$ cat config.mk
export PLATFORM = sky130hd
export DESIGN_NAME = line_fetch_unit
export DESIGN_NICKNAME = d
export VERILOG_FILES = /design/src/rtl/cache_pkg.sv /design/src/rtl/line_assembler.sv /design/src/rtl/line_fetch_unit.sv
export SDC_FILE = /design/constraint.sdc
export NUM_CORES = 1
export LEC_CHECK = 0
export ABC_AREA = 1
export CAP_MARGIN = 20
export CORE_MARGIN = 2
export CORE_UTILIZATION = 25
export DETAILED_ROUTE_END_ITERATION = 10
export PLACE_DENSITY = 0.5
export SETUP_SLACK_MARGIN = 0.02
export SLEW_MARGIN = 15
export SYNTH_ARGS = -nofsm -noshare
export SYNTH_HDL_FRONTEND = slang
export SYNTH_SLANG_ARGS = --single-unit
$ cat constraint.sdc
create_clock -name clk -period 12.23 [get_ports clk]
set_input_delay 1.8345 -clock clk [delete_from_list [all_inputs] [get_ports clk]]
set_output_delay 1.8345 -clock clk [all_outputs]
set_load 0.01 [all_outputs]
$ cat src/rtl/cache_pkg.sv
// Shared cache/AXI3 types and line-geometry derivations for the refill path.
package cache_pkg;

    typedef logic [31:0] phys_t;
    typedef logic [7:0]  uint8_t;

    localparam int unsigned WORD_BITS      = 32;
    localparam int unsigned DEF_LINE_WIDTH = 256;

    // AXI3 caps INCR bursts at 16 beats.
    localparam int unsigned BURST_LIMIT = 16;

    function automatic int unsigned beats_of(input int unsigned line_width);
        return line_width / WORD_BITS;
    endfunction

    function automatic int unsigned byte_offset_of(input int unsigned line_width);
        return $clog2(line_width / 8);
    endfunction

    localparam int unsigned BEATS            = beats_of(DEF_LINE_WIDTH);
    localparam int unsigned LINE_BYTE_OFFSET = byte_offset_of(DEF_LINE_WIDTH);

    typedef enum logic [1:0] {
        BurstFixed = 2'b00,
        BurstIncr  = 2'b01,
        BurstWrap  = 2'b10
    } axi_burst_e;

    typedef enum logic [1:0] {
        RespOkay   = 2'b00,
        RespExokay = 2'b01,
        RespSlverr = 2'b10,
        RespDecerr = 2'b11
    } axi_resp_e;

    typedef enum logic [1:0] {
        StIdle,
        StAddr,
        StData,
        StDone
    } fsm_state_t;

endpackage

$ cat src/rtl/line_assembler.sv
// Beat counter plus rotating word-slot writer that builds a cache line from
// successive 32-bit read beats, starting at an arbitrary slot.
module line_assembler
    import cache_pkg::*;
#(
    parameter int unsigned LINE_WIDTH = 256
) (
    input  logic                                 clk,
    input  logic                                 rst,
    input  logic                                 start,
    input  logic [$clog2(LINE_WIDTH/32)-1:0]     start_idx,
    input  logic                                 beat_en,
    input  logic [31:0]                          wdata,
    output logic [$clog2(LINE_WIDTH/32)-1:0]     beat_cnt,
    output logic                                 last_beat,
    output logic [LINE_WIDTH-1:0]                line_data
);

    localparam int unsigned Beats = beats_of(LINE_WIDTH);
    localparam int unsigned IdxW  = $clog2(Beats);

    logic [IdxW-1:0]       beat_cnt_q, beat_cnt_d;
    logic [IdxW-1:0]       start_idx_q, start_idx_d;
    logic [IdxW-1:0]       slot;
    logic [LINE_WIDTH-1:0] line_data_q, line_data_d;

    always_comb begin
        beat_cnt_d  = beat_cnt_q;
        start_idx_d = start_idx_q;
        line_data_d = line_data_q;
        // Slot index wraps naturally because Beats is a power of two.
        slot        = start_idx_q + beat_cnt_q;
        if (start) begin
            beat_cnt_d  = '0;
            start_idx_d = start_idx;
        end else if (beat_en) begin
            line_data_d[slot*32 +: 32] = wdata;
            beat_cnt_d                 = beat_cnt_q + 1'b1;
        end
    end

    always_ff @(posedge clk or posedge rst) begin
        if (rst) begin
            beat_cnt_q  <= '0;
            start_idx_q <= '0;
            line_data_q <= '0;
        end else begin
            beat_cnt_q  <= beat_cnt_d;
            start_idx_q <= start_idx_d;
            line_data_q <= line_data_d;
        end
    end

    assign beat_cnt  = beat_cnt_q;
    assign last_beat = (beat_cnt_q == IdxW'(Beats - 1));
    assign line_data = line_data_q;

endmodule

$ cat src/rtl/line_fetch_unit.sv
// AXI3 read-burst initiator: fetches one cache line per request and hands it to the cache.
// Define LINE_FETCH_CWF_EN for critical-word-first (WRAP burst from the requested word).
module line_fetch_unit
    import cache_pkg::*;
#(
    parameter int unsigned LINE_WIDTH = 256,
    parameter int unsigned BUS_WIDTH  = 4,
    parameter int unsigned AWID       = 2
) (
    input  logic                  clk,
    input  logic                  rst,
    input  logic                  req,
    input  logic [31:0]           req_addr,
    output logic                  req_ready,
    output logic [LINE_WIDTH-1:0] line_data,
    output logic                  line_vld,
    output logic                  line_err,
    output logic [31:0]           word_data,
    output logic                  word_vld,
    output logic [BUS_WIDTH-1:0]  arid,
    output logic [31:0]           araddr,
    output logic [3:0]            arlen,
    output logic [2:0]            arsize,
    output logic [1:0]            arburst,
    output logic                  arvalid,
    input  logic                  arready,
    input  logic [BUS_WIDTH-1:0]  rid,
    input  logic [31:0]           rdata,
    input  logic [1:0]            rresp,
    input  logic                  rlast,
    input  logic                  rvalid,
    output logic                  rready
);

    localparam int unsigned Beats   = beats_of(LINE_WIDTH);
    localparam int unsigned IdxW    = $clog2(Beats);
    localparam int unsigned ByteOff = byte_offset_of(LINE_WIDTH);

    fsm_state_t      state_q, state_d;
    logic [31:0]     addr_q, addr_d;
    logic            err_q, err_d;
    logic            accept;
    logic            beat_hs;
    logic            last_beat;
    logic [IdxW-1:0] beat_cnt;
    logic [IdxW-1:0] start_idx;

    assign accept  = (state_q == StIdle) && req;
    assign beat_hs = (state_q == StData) && rvalid;

    always_ff @(posedge clk or posedge rst) begin
        if (rst) begin
            state_q <= StIdle;
        end else begin
            state_q <= state_d;
        end
    end

    always_comb begin
        state_d = state_q;
        unique case (state_q)
            StIdle: if (req)                   state_d = StAddr;
            StAddr: if (arready)               state_d = StData;
            StData: if (beat_hs && last_beat)  state_d = StDone;
            StDone:                            state_d = StIdle;
            default:                           state_d = StIdle;
        endcase
    end

    always_comb begin
        req_ready = (state_q == StIdle);
        arvalid   = (state_q == StAddr);
        rready    = (state_q == StData);
        line_vld  = (state_q == StDone);
    end

    // Error flag: sticky over the burst, cleared when the next request is taken.
    always_comb begin
        addr_d = addr_q;
        err_d  = err_q;
        if (accept) begin
            addr_d = req_addr;
            err_d  = 1'b0;
        end else if (beat_hs) begin
            err_d = err_q | (rresp != RespOkay) | (rlast != last_beat);
        end
    end

    always_ff @(posedge clk or posedge rst) begin
        if (rst) begin
            addr_q <= '0;
            err_q  <= 1'b0;
        end else begin
            addr_q <= addr_d;
            err_q  <= err_d;
        end
    end

    assign line_err = err_q;
    assign arid     = BUS_WIDTH'(AWID);
    assign arlen    = 4'(Beats - 1);
    assign arsize   = 3'b010;

`ifdef LINE_FETCH_CWF_EN
    logic unused_bits;
    assign unused_bits = ^{rid, addr_q[1:0]};
    assign araddr      = {addr_q[31:2], 2'b00};
    assign arburst     = BurstWrap;
    assign start_idx   = req_addr[ByteOff-1:2];
    assign word_vld    = beat_hs && (beat_cnt == '0);
    assign word_data   = word_vld ? rdata : 32'h0;
`else
    logic unused_bits;
    assign unused_bits = ^{rid, addr_q[ByteOff-1:0]};
    assign araddr      = {addr_q[31:ByteOff], {ByteOff{1'b0}}};
    assign arburst     = BurstIncr;
    assign start_idx   = '0;
    assign word_vld    = 1'b0;
    assign word_data   = 32'h0;
`endif

    line_assembler #(
        .LINE_WIDTH (LINE_WIDTH)
    ) u_line_assembler (
        .clk       (clk),
        .rst       (rst),
        .start     (accept),
        .start_idx (start_idx),
        .beat_en   (beat_hs),
        .wdata     (rdata),
        .beat_cnt  (beat_cnt),
        .last_beat (last_beat),
        .line_data (line_data)
    );

endmodule

==> flow_metrics.env, run 1 <==
export IMPL_ys_types=26
export IMPL_drt_iter0_drc=877
export IMPL_layout_common_cells="504 x nand2_1, 354 x clkdlybuf4s50_1, 288 x dfrtp_1, 156 x nor2_1, 130 x nand3_1"
export IMPL_portBuffers=354
export IMPL_setup_tns_ps=0
export IMPL_core_um2=52600
export IMPL_min_from="u_line_assembler.line_data[20]$_DFFE_PP0P_"
export IMPL_crit_type="in -> reg"
export IMPL_grt_max_degree=105
export IMPL_crit_path_max_incr_delay_ps=650
export IMPL_seq_area_frac_synth=0.545
export IMPL_io_pins=415
export IMPL_worst_setup_path_end_kind="flop"
export IMPL_antenna_found_initial=0
export IMPL_required_ps=12710
export IMPL_layout_min_cycle_time_ps=4410
export IMPL_cts_max_level=2
export IMPL_startpoint_type="input pin"
export IMPL_critPathArrivalTime_ps=4890
export IMPL_antenna_cells=0
export IMPL_ys_ff_latch=289
export IMPL_worst_slack_ps=7820
export IMPL_ctsHoldBuffers=0
export IMPL_multi_input_area_um2=4910
export IMPL_antenna_left=0
export IMPL_fp_dieArea_um2=54900
export IMPL_vdd_drop_max_mv=0.133
export IMPL_layout_nets=1995
export IMPL_track_usage=0.178
export IMPL_gp_congestion=0.760
export IMPL_outcome="finished clean"
export IMPL_postCtsResizedCells=0
export IMPL_cp_max_fo=18
export IMPL_grt_pass1_vias=11400
export IMPL_wl_per_cell_um=18.7
export IMPL_avgSynthCellArea_um2=8.28
export IMPL_place_ws_ps=7210
export IMPL_path_common_cell="nand2_1"
export IMPL_drc_errors=0
export IMPL_final_common_cell="nand2_1"
export IMPL_initial_core_util=0.252
export IMPL_hpwl_um=32800
export IMPL_slew_viol_final=0
export IMPL_slowest_stage="nand2_1"
export IMPL_power_leakage_nw=8.94
export IMPL_n_fill_cell=5491
export IMPL_rsz0062_at_grt="false"
export IMPL_cts_tree="done"
export IMPL_powerDensity_nw_per_um2=207
export IMPL_die_h_um=234
export IMPL_rr_startpoint="state_q[0]$_DFFE_PP0P_"
export IMPL_die_x_um=234
export IMPL_ff_latch_area_um2=7230
export IMPL_wl_um=49100
export IMPL_reg2reg_to="u_line_assembler.line_data[218]$_DFFE_PP0P_"
export IMPL_yosys_warnings=0
export IMPL_reg2regPathDepth=9
export IMPL_globalRouteOverflowTotal=0
export IMPL_first_pass_iters=6
export IMPL_grt_pass1_wl_um=73600
export IMPL_slew_headroom=0.245
export IMPL_hold_path_class="reg -> reg"
export IMPL_final_setup_viol_count=0
export IMPL_worst_hold_path_endpoint="u_line_assembler.line_data[20]$_DFFE_PP0P_"
export IMPL_cts_inserted_buffers=36
export IMPL_critPathLaunch="req"
export IMPL_synthCells=1602
export IMPL_fin_skew_ps=23.9
export IMPL_clock_fmax_mhz=227
export IMPL_cts_sinks=289
export IMPL_drive_gt1_frac=0.0671
export IMPL_avgViaCountPerCell=4.45
export IMPL_post_cts_buffers=0
export IMPL_drv_cap=0
export IMPL_fin_crit_sh=0.361
export IMPL_synth_area_um2=13300
export IMPL_min_delay_path_depth=2
export IMPL_clockBufferDepth=3
export IMPL_area_growth_pct=39.4
export IMPL_cts_root_buffer="clkbuf_16"
export IMPL_hold_viol_final=0
export IMPL_tightest_slew_ps=1130
export IMPL_regToRegSetupSlack_ps=8820
export IMPL_vias=11700
export IMPL_row_count=84
export IMPL_clk_pin_slew_ps=60
export IMPL_worstSkewPairLatency_ps=550
export IMPL_crit_path_cell_trace="clkdlybuf4s50_1, nand2_1, nand3_2, nor2_4, nand2_1, nor2_4, nand2_1, nand2_1"
## cell type report
class                           count  share of cell area
Clock buffer                       60              0.0613
Clock inverter                      6             0.00623
Inverter                          131              0.0272
Multi-Input combinational cell   1075               0.266
Sequential cell                   289               0.391
Tap cell                          688              0.0466
Timing Repair Buffer              377               0.202
## kinds of logic (layout without fill, tap and decap cells)
| kind of cell | after synthesis | count (layout) | synth area share |
|---|---|---|---|
| AO/OA/AOI/OAI | 110 | 110 | 0.0416 |
| adder cells (fa/ha/maj) | 9 | 9 | 0.00849 |
| buffers and inverters | 287 | 574 | 0.103 |
| flip-flops | 289 | 289 | 0.545 |
| multiplexers | 27 | 27 | 0.0229 |
| other | 2 | 51 | 0.000566 |
| AND/OR/NAND/NOR | 878 | 878 | 0.279 |
## worst max path at each step
stage | slack, ps | cells past startpoint | to
finish | 7820 | 8 | u_line_assembler.line_data[218]$_DFFE_PP0P_
detailed placement | 7210 | 8 | u_line_assembler.line_data[216]$_DFFE_PP0P_
global placement | 6810 | 8 | u_line_assembler.line_data[221]$_DFFE_PP0P_
CTS | 7790 | 8 | u_line_assembler.line_data[218]$_DFFE_PP0P_
floorplan | 2420 | 1 | addr_q[10]$_DFFE_PP0N_
global route | 7560 | 8 | u_line_assembler.line_data[215]$_DFFE_PP0P_
## critical path, delay by kind of cell
family | cells | cell delay [ps]
simple gates | 7 | 2540
buf+inv | 1 | 480
## synth_stat cells
cell	n	area share
a21oi_1	1	0.00038
buf_1	7	0.0020
buf_2	56	0.021
buf_4	55	0.031
clkbuf_1	33	0.0093
clkbuf_2	5	0.0019
clkinv_1	1	0.00028
conb_1	2	0.00057
dfrtp_1	289	0.55
ha_1	9	0.0085
inv_1	126	0.036
inv_2	4	0.0011
mux2_2	27	0.023
nand2_1	504	0.14
nand3_1	130	0.049
nand3_2	4	0.0030
nand4_1	51	0.024
nor2_1	160	0.045
nor2_4	3	0.0025
nor3_1	22	0.0083
nor3_2	1	0.00075
nor3_4	2	0.0025
o21ai_0	104	0.039
o21ai_1	4	0.0015
o22ai_1	1	0.00047
or2_2	1	0.00047
## layer usage
metal	routed length, um	vias up	global-route usage	part of all wire
met5	0	-	0	0
met4	921	0	0.0454	0.019
met3	3010	46	0.0420	0.061
met2	22800	332	0.280	0.46
met1	22400	5739	0.245	0.46
li1	-	5568	-	-
## through the flow
step | instance area, um2 | util | instances | power, mW | hold slack [ps]
2_1_floorplan | 13400 | - | 1651 | 1.98 | 503
3_3_place_gp | 17200 | 0.327 | 2558 | 2.73 | 456
3_5_place_dp | 17200 | 0.328 | 2559 | 2.74 | 457
4_1_cts | 18500 | 0.351 | 2625 | 3.90 | 472
5_1_grt | 18500 | 0.352 | 2626 | 4.06 | 490
6_report | 18500 | 0.352 | 2626 | 3.83 | 469
## registers in the layout, indices dropped and copies added (netlist names)
name                        count
state_q                         2
addr_q                         27
line_err                        1
u_line_assembler.beat_cnt       3
u_line_assembler.line_data    256
## power by group
part / total (mW) / internal [mW] / switching, mW
logic: 1.41 / 0.575 / 0.836
clock network: 1.12 / 0.694 / 0.424
registers: 1.30 / 1.18 / 0.125
(Power assumes the default switching activity.)
==> run 2, diff against run 1 <==
clock period = 4.6 ns   (was 12.23 ns; I/O delays follow)
==> run 2 against run 1 <==
Clock skew shrank 8.9 ps. Total power grew to 2.7 times the previous value. Critical path depth up 1. Critical path type is now reg -> reg.
==> flow_metrics.env, run 2 (synthesized netlist as in run 1, its figures left out) <==
export IMPL_grt_pass1_vias=11500
export IMPL_drive_gt1_frac=0.0712
export IMPL_worstSkewPairLatency_ps=540
export IMPL_slew_viol_final=0
export IMPL_clk_pin_slew_ps=60
export IMPL_cp_max_fo=49
export IMPL_grt_pass1_wl_um=73100
export IMPL_tightest_slew_ps=1100
export IMPL_outcome="finished clean"
export IMPL_die_x_um=234
export IMPL_avgViaCountPerCell=4.47
export IMPL_fp_dieArea_um2=54900
export IMPL_cts_root_buffer="clkbuf_16"
export IMPL_cts_max_level=2
export IMPL_area_growth_pct=39.8
export IMPL_slew_headroom=0.262
export IMPL_postCtsResizedCells=0
export IMPL_wl_per_cell_um=18.6
export IMPL_initial_core_util=0.252
export IMPL_crit_path_cell_trace="inv_2, ha_2, ha_4, buf_4, nand3_2, buf_4, inv_2, nand2_1, nand2_1"
export IMPL_gp_congestion=0.771
export IMPL_required_ps=5080
export IMPL_hpwl_um=33700
export IMPL_final_common_cell="nand2_1"
export IMPL_rsz0062_at_grt="false"
export IMPL_clockBufferDepth=3
export IMPL_hold_path_class="reg -> reg"
export IMPL_cp_top_family="buffers and inverters"
export IMPL_cts_inserted_buffers=36
export IMPL_fin_crit_sh=0.691
export IMPL_drv_cap=0
export IMPL_crit_type="reg -> reg"
export IMPL_worst_hold_path_endpoint="u_line_assembler.line_data[17]$_DFFE_PP0P_"
export IMPL_core_um2=52600
export IMPL_critPathArrivalTime_ps=3660
export IMPL_final_setup_viol_count=0
export IMPL_layout_min_cycle_time_ps=3180
export IMPL_antenna_left=0
export IMPL_cts_sinks=289
export IMPL_drc_errors=0
export IMPL_min_from="u_line_assembler.line_data[17]$_DFFE_PP0P_"
export IMPL_largest_reg_flops=256
export IMPL_vias=11700
export IMPL_slowest_stage="buf_4"
export IMPL_critPathBufInv=4
export IMPL_min_delay_path_depth=2
export IMPL_ctsHoldBuffers=0
export IMPL_wl_um=49000
export IMPL_die_h_um=234
export IMPL_grt_max_degree=78
export IMPL_reg2reg_to="u_line_assembler.line_data[118]$_DFFE_PP0P_"
export IMPL_multi_input_area_um2=4910
export IMPL_ff_latch_area_um2=7230
export IMPL_fin_skew_ps=15.1
export IMPL_layout_common_cells="504 x nand2_1, 354 x clkdlybuf4s50_1, 288 x dfrtp_1, 156 x nor2_1, 130 x nand3_1"
export IMPL_powerDensity_nw_per_um2=550
export IMPL_regToRegSetupSlack_ps=1420
export IMPL_antenna_found_initial=1
export IMPL_globalRouteOverflowTotal=0
export IMPL_power_leakage_nw=8.98
export IMPL_antenna_cells=0
export IMPL_startpoint_type="flop"
export IMPL_reg2regPathDepth=9
export IMPL_crit_path_max_incr_delay_ps=620
export IMPL_vdd_drop_max_mv=0.364
export IMPL_track_usage=0.177
export IMPL_layout_nets=2001
export IMPL_first_pass_iters=5
export IMPL_hold_viol_final=0
export IMPL_rr_startpoint="u_line_assembler.beat_cnt[0]$_DFFE_PP0P_"
export IMPL_fin_area_um2=18500
export IMPL_drt_iter0_drc=850
export IMPL_setup_tns_ps=0
export IMPL_cts_tree="done"
export IMPL_dpl_cell_area_um2=17300
export IMPL_row_count=84
export IMPL_n_fill_cell=5468
export IMPL_worst_setup_path_end_kind="flop"
export IMPL_io_pins=415
export IMPL_clock_fmax_mhz=315
export IMPL_portBuffers=354
export IMPL_post_cts_buffers=0
## run 2: worst max-delay path by stage
stage / to / cells after the start / from / slack (ps)
floorplan: addr_q[10]$_DFFE_PP0N_ / 1 / rst / 80
global placement: u_line_assembler.line_data[214]$_DFFE_PP0P_ / 9 / req / 1170
detailed placement: u_line_assembler.line_data[221]$_DFFE_PP0P_ / 9 / req / 1130
CTS: u_line_assembler.line_data[104]$_DFFE_PP0P_ / 10 / u_line_assembler.beat_cnt[0]$_DFFE_PP0P_ / 1370
global route: u_line_assembler.line_data[126]$_DFFE_PP0P_ / 10 / u_line_assembler.beat_cnt[0]$_DFFE_PP0P_ / 1160
finish: u_line_assembler.line_data[118]$_DFFE_PP0P_ / 9 / u_line_assembler.beat_cnt[0]$_DFFE_PP0P_ / 1420
## run 2: stage by stage
stage	instances	hold slack (ps)	power, mW	worst slack [ps]	utilization
after global placement	2565	455	7.27	1170	0.329
after global routing	2627	496	10.8	1160	0.353
after CTS	2626	472	10.4	1370	0.352
final	2627	471	10.2	1420	0.353
after detailed placement	2565	458	7.29	1130	0.329
after floorplan	1651	503	5.26	76.8	-
## run 2: final cells by class
class,instances,area share
inverters,131,0.0268
flip-flops and latches,289,0.390
clock buffers,51,0.0582
repair buffers,383,0.205
well taps,688,0.0464
clock inverters,10,0.00824
multi-input cells,1075,0.265
## run 2: routing by layer
metal	global-route usage	vias up	routed length, um
met3	0.0438	54	3300
met1	0.244	5754	22300
li1	-	5575	-
met5	0	-	13
met2	0.276	358	22400
met4	0.0460	2	945
## run 2: power by group
part	leakage [nW]	internal (mW)	switching, mW
registers	3.49	3.13	0.329
clock network	0.609	1.85	1.13
logic	4.88	1.54	2.21
total	8.98	6.51	3.67
## run 2: worst min-delay path, cell delays in order, from the launching register on
cell	delay [ps]
dfrtp_1	340
nand2_1	50
nand2_1	50
==> run 3, diff against run 2 <==
clock period = 3.2 ns   (was 4.6 ns; I/O delays follow)
==> run 3 against run 2 <==
Die area did not move. Sequential power rose by 44%. Count of clock-buffer cells in the layout rose by 1. First-iteration DRC count fell by 12%. Via count fell by 0.23%. Wire length fell by 1.2%. Core utilization rose by 0.20 points. Total power rose by 42%. Flip-flop and latch count did not move. Critical path type unchanged. Highest routed layer is now met4.
==> flow_metrics.env, run 3 (synthesized netlist as in run 1, its figures left out) <==
export IMPL_outcome="finished clean"
export IMPL_antenna_found_initial=1
export IMPL_portBuffers=354
export IMPL_dpl_cell_area_um2=17400
export IMPL_largest_reg_flops=256
export IMPL_globalRouteOverflowTotal=0
export IMPL_fin_skew_ps=9.44
export IMPL_layout_common_cells="504 x nand2_1, 354 x clkdlybuf4s50_1, 288 x dfrtp_1, 156 x nor2_1, 130 x nand3_1"
export IMPL_finalPower_mw=14.5
export IMPL_cts_sinks=289
export IMPL_rsz0062_at_grt="false"
export IMPL_clk_pin_slew_ps=60
export IMPL_powerDensity_nw_per_um2=778
export IMPL_worst_setup_path_end_kind="flop"
export IMPL_drt_iter0_drc=749
export IMPL_postCtsResizedCells=0
export IMPL_fp_dieArea_um2=54900
export IMPL_crit_path_max_incr_delay_ps=510
export IMPL_cts_inserted_buffers=35
export IMPL_critPathArrivalTime_ps=3010
export IMPL_cts_max_level=2
export IMPL_hold_path_class="in -> async"
export IMPL_drv_cap=0
export IMPL_die_x_um=234
export IMPL_cp_max_fo=18
export IMPL_area_growth_pct=40.5
export IMPL_row_count=84
export IMPL_slew_viol_final=0
export IMPL_cts_tree="done"
export IMPL_final_setup_viol_count=0
export IMPL_layout_min_cycle_time_ps=2540
export IMPL_grt_max_degree=74
export IMPL_vdd_drop_max_mv=0.415
export IMPL_hpwl_um=33700
export IMPL_power_leakage_nw=9.00
export IMPL_first_pass_iters=5
export IMPL_cts_root_buffer="clkbuf_16"
export IMPL_ctsHoldBuffers=0
export IMPL_hold_viol_final=0
export IMPL_wl_um=48400
export IMPL_clockBufferDepth=3
export IMPL_gp_congestion=0.780
export IMPL_post_cts_buffers=0
export IMPL_initial_core_util=0.252
export IMPL_grt_pass1_wl_um=72700
export IMPL_crit_path_cell_trace="inv_1, ha_1, nand2_1, nand3_2, nor2_4, nand2_1, nor2_4, nand2_1, nand2_1"
export IMPL_required_ps=3670
export IMPL_cp_top_family="simple AND/OR/NAND/NOR gates"
export IMPL_critPathBufInv=1
export IMPL_setup_tns_ps=0
export IMPL_antenna_left=0
export IMPL_fin_crit_sh=0.793
export IMPL_grt_pass1_vias=11300
export IMPL_die_h_um=234
export IMPL_slowest_stage="nor2_4"
export IMPL_tightest_slew_ps=833
export IMPL_startpoint_type="flop"
export IMPL_track_usage=0.175
export IMPL_drc_errors=0
export IMPL_avgViaCountPerCell=4.44
export IMPL_crit_type="reg -> reg"
export IMPL_drive_gt1_frac=0.0729
export IMPL_worstSkewPairLatency_ps=530
export IMPL_path_common_cell="nand2_1"
export IMPL_io_pins=415
export IMPL_fin_area_um2=18600
export IMPL_layout_nets=2007
export IMPL_vias=11700
export IMPL_slew_headroom=0.445
export IMPL_n_fill_cell=5523
export IMPL_core_um2=52600
export IMPL_wl_per_cell_um=18.3
export IMPL_clock_fmax_mhz=394
export IMPL_final_common_cell="nand2_1"
run 3: cell types whose count changed in the layout (fill, tap and decap cells not counted), sizes merged:
| cell | previous run | this run |
|---|---|---|
| bufinv | 4 | 3 |
| clkinvlp | 2 | 4 |
| buf | 29 | 36 |
| clkbuf | 51 | 52 |
| diode | 0 | 1 |
| clkinv | 7 | 6 |
run 3: path summary, 6_finish.rpt:
| path | slack (ps) | cells after the start | from | endpoint |
|---|---|---|---|---|
| worst min-delay path | 290 | 2 | rst | addr_q[8]$_DFFE_PP0N_ |
| worst max register to register | 660 | 9 | state_q[0]$_DFFE_PP0P_ | u_line_assembler.line_data[208]$_DFFE_PP0P_ |
| worst max-delay path | 660 | 9 | state_q[0]$_DFFE_PP0P_ | u_line_assembler.line_data[208]$_DFFE_PP0P_ |
| min in group clk | 470 | 2 | u_line_assembler.line_data[5]$_DFFE_PP0P_ | u_line_assembler.line_data[5]$_DFFE_PP0P_ |
| worst min register to register | 470 | 2 | u_line_assembler.line_data[5]$_DFFE_PP0P_ | u_line_assembler.line_data[5]$_DFFE_PP0P_ |
| max in group asynchronous | 2050 | 4 | rst | u_line_assembler.line_data[118]$_DFFE_PP0P_ |
run 3: worst reg2reg max path, stage by stage, from the launching register on:
cell,delay [ps]
dfrtp_1,390
inv_1,80
ha_1,280
nand2_1,120
nand3_2,300
nor2_4,520
nand2_1,170
nor2_4,410
nand2_1,120
nand2_1,90
run 3: through the flow:
step / utilization / instances / worst slack, ps / hold slack, ps
after floorplan: - / 1651 / -1110 / 503
after global placement: 0.332 / 2573 / 438 / 456
after detailed placement: 0.332 / 2573 / 377 / 458
after CTS: 0.355 / 2635 / 612 / 263
after global routing: 0.355 / 2635 / 450 / 292
final: 0.355 / 2636 / 664 / 286
run 3: final cells by class:
class                           instances  area [um2]  share of cell area
Sequential cell                       289        7230               0.388
Multi-Input combinational cell       1075        4910               0.263
Timing Repair Buffer                  390        3950               0.212
Clock buffer                           52        1050              0.0565
Tap cell                              688         861              0.0462
Inverter                              131         497              0.0266
Clock inverter                         10         136             0.00732
Antenna cell                            1        2.50            0.000134
run 3: layer usage:
metal,routed length [um],track usage
met2,22300,0.272
met4,951,0.0440
met1,22000,0.243
met3,3160,0.0451
met5,0,0
run 3: power breakdown:
part           leakage, nW  internal [mW]  switching (mW)
Clock                0.574           2.52            1.61
Sequential            3.49           4.50           0.488
Combinational         4.94           2.24            3.15
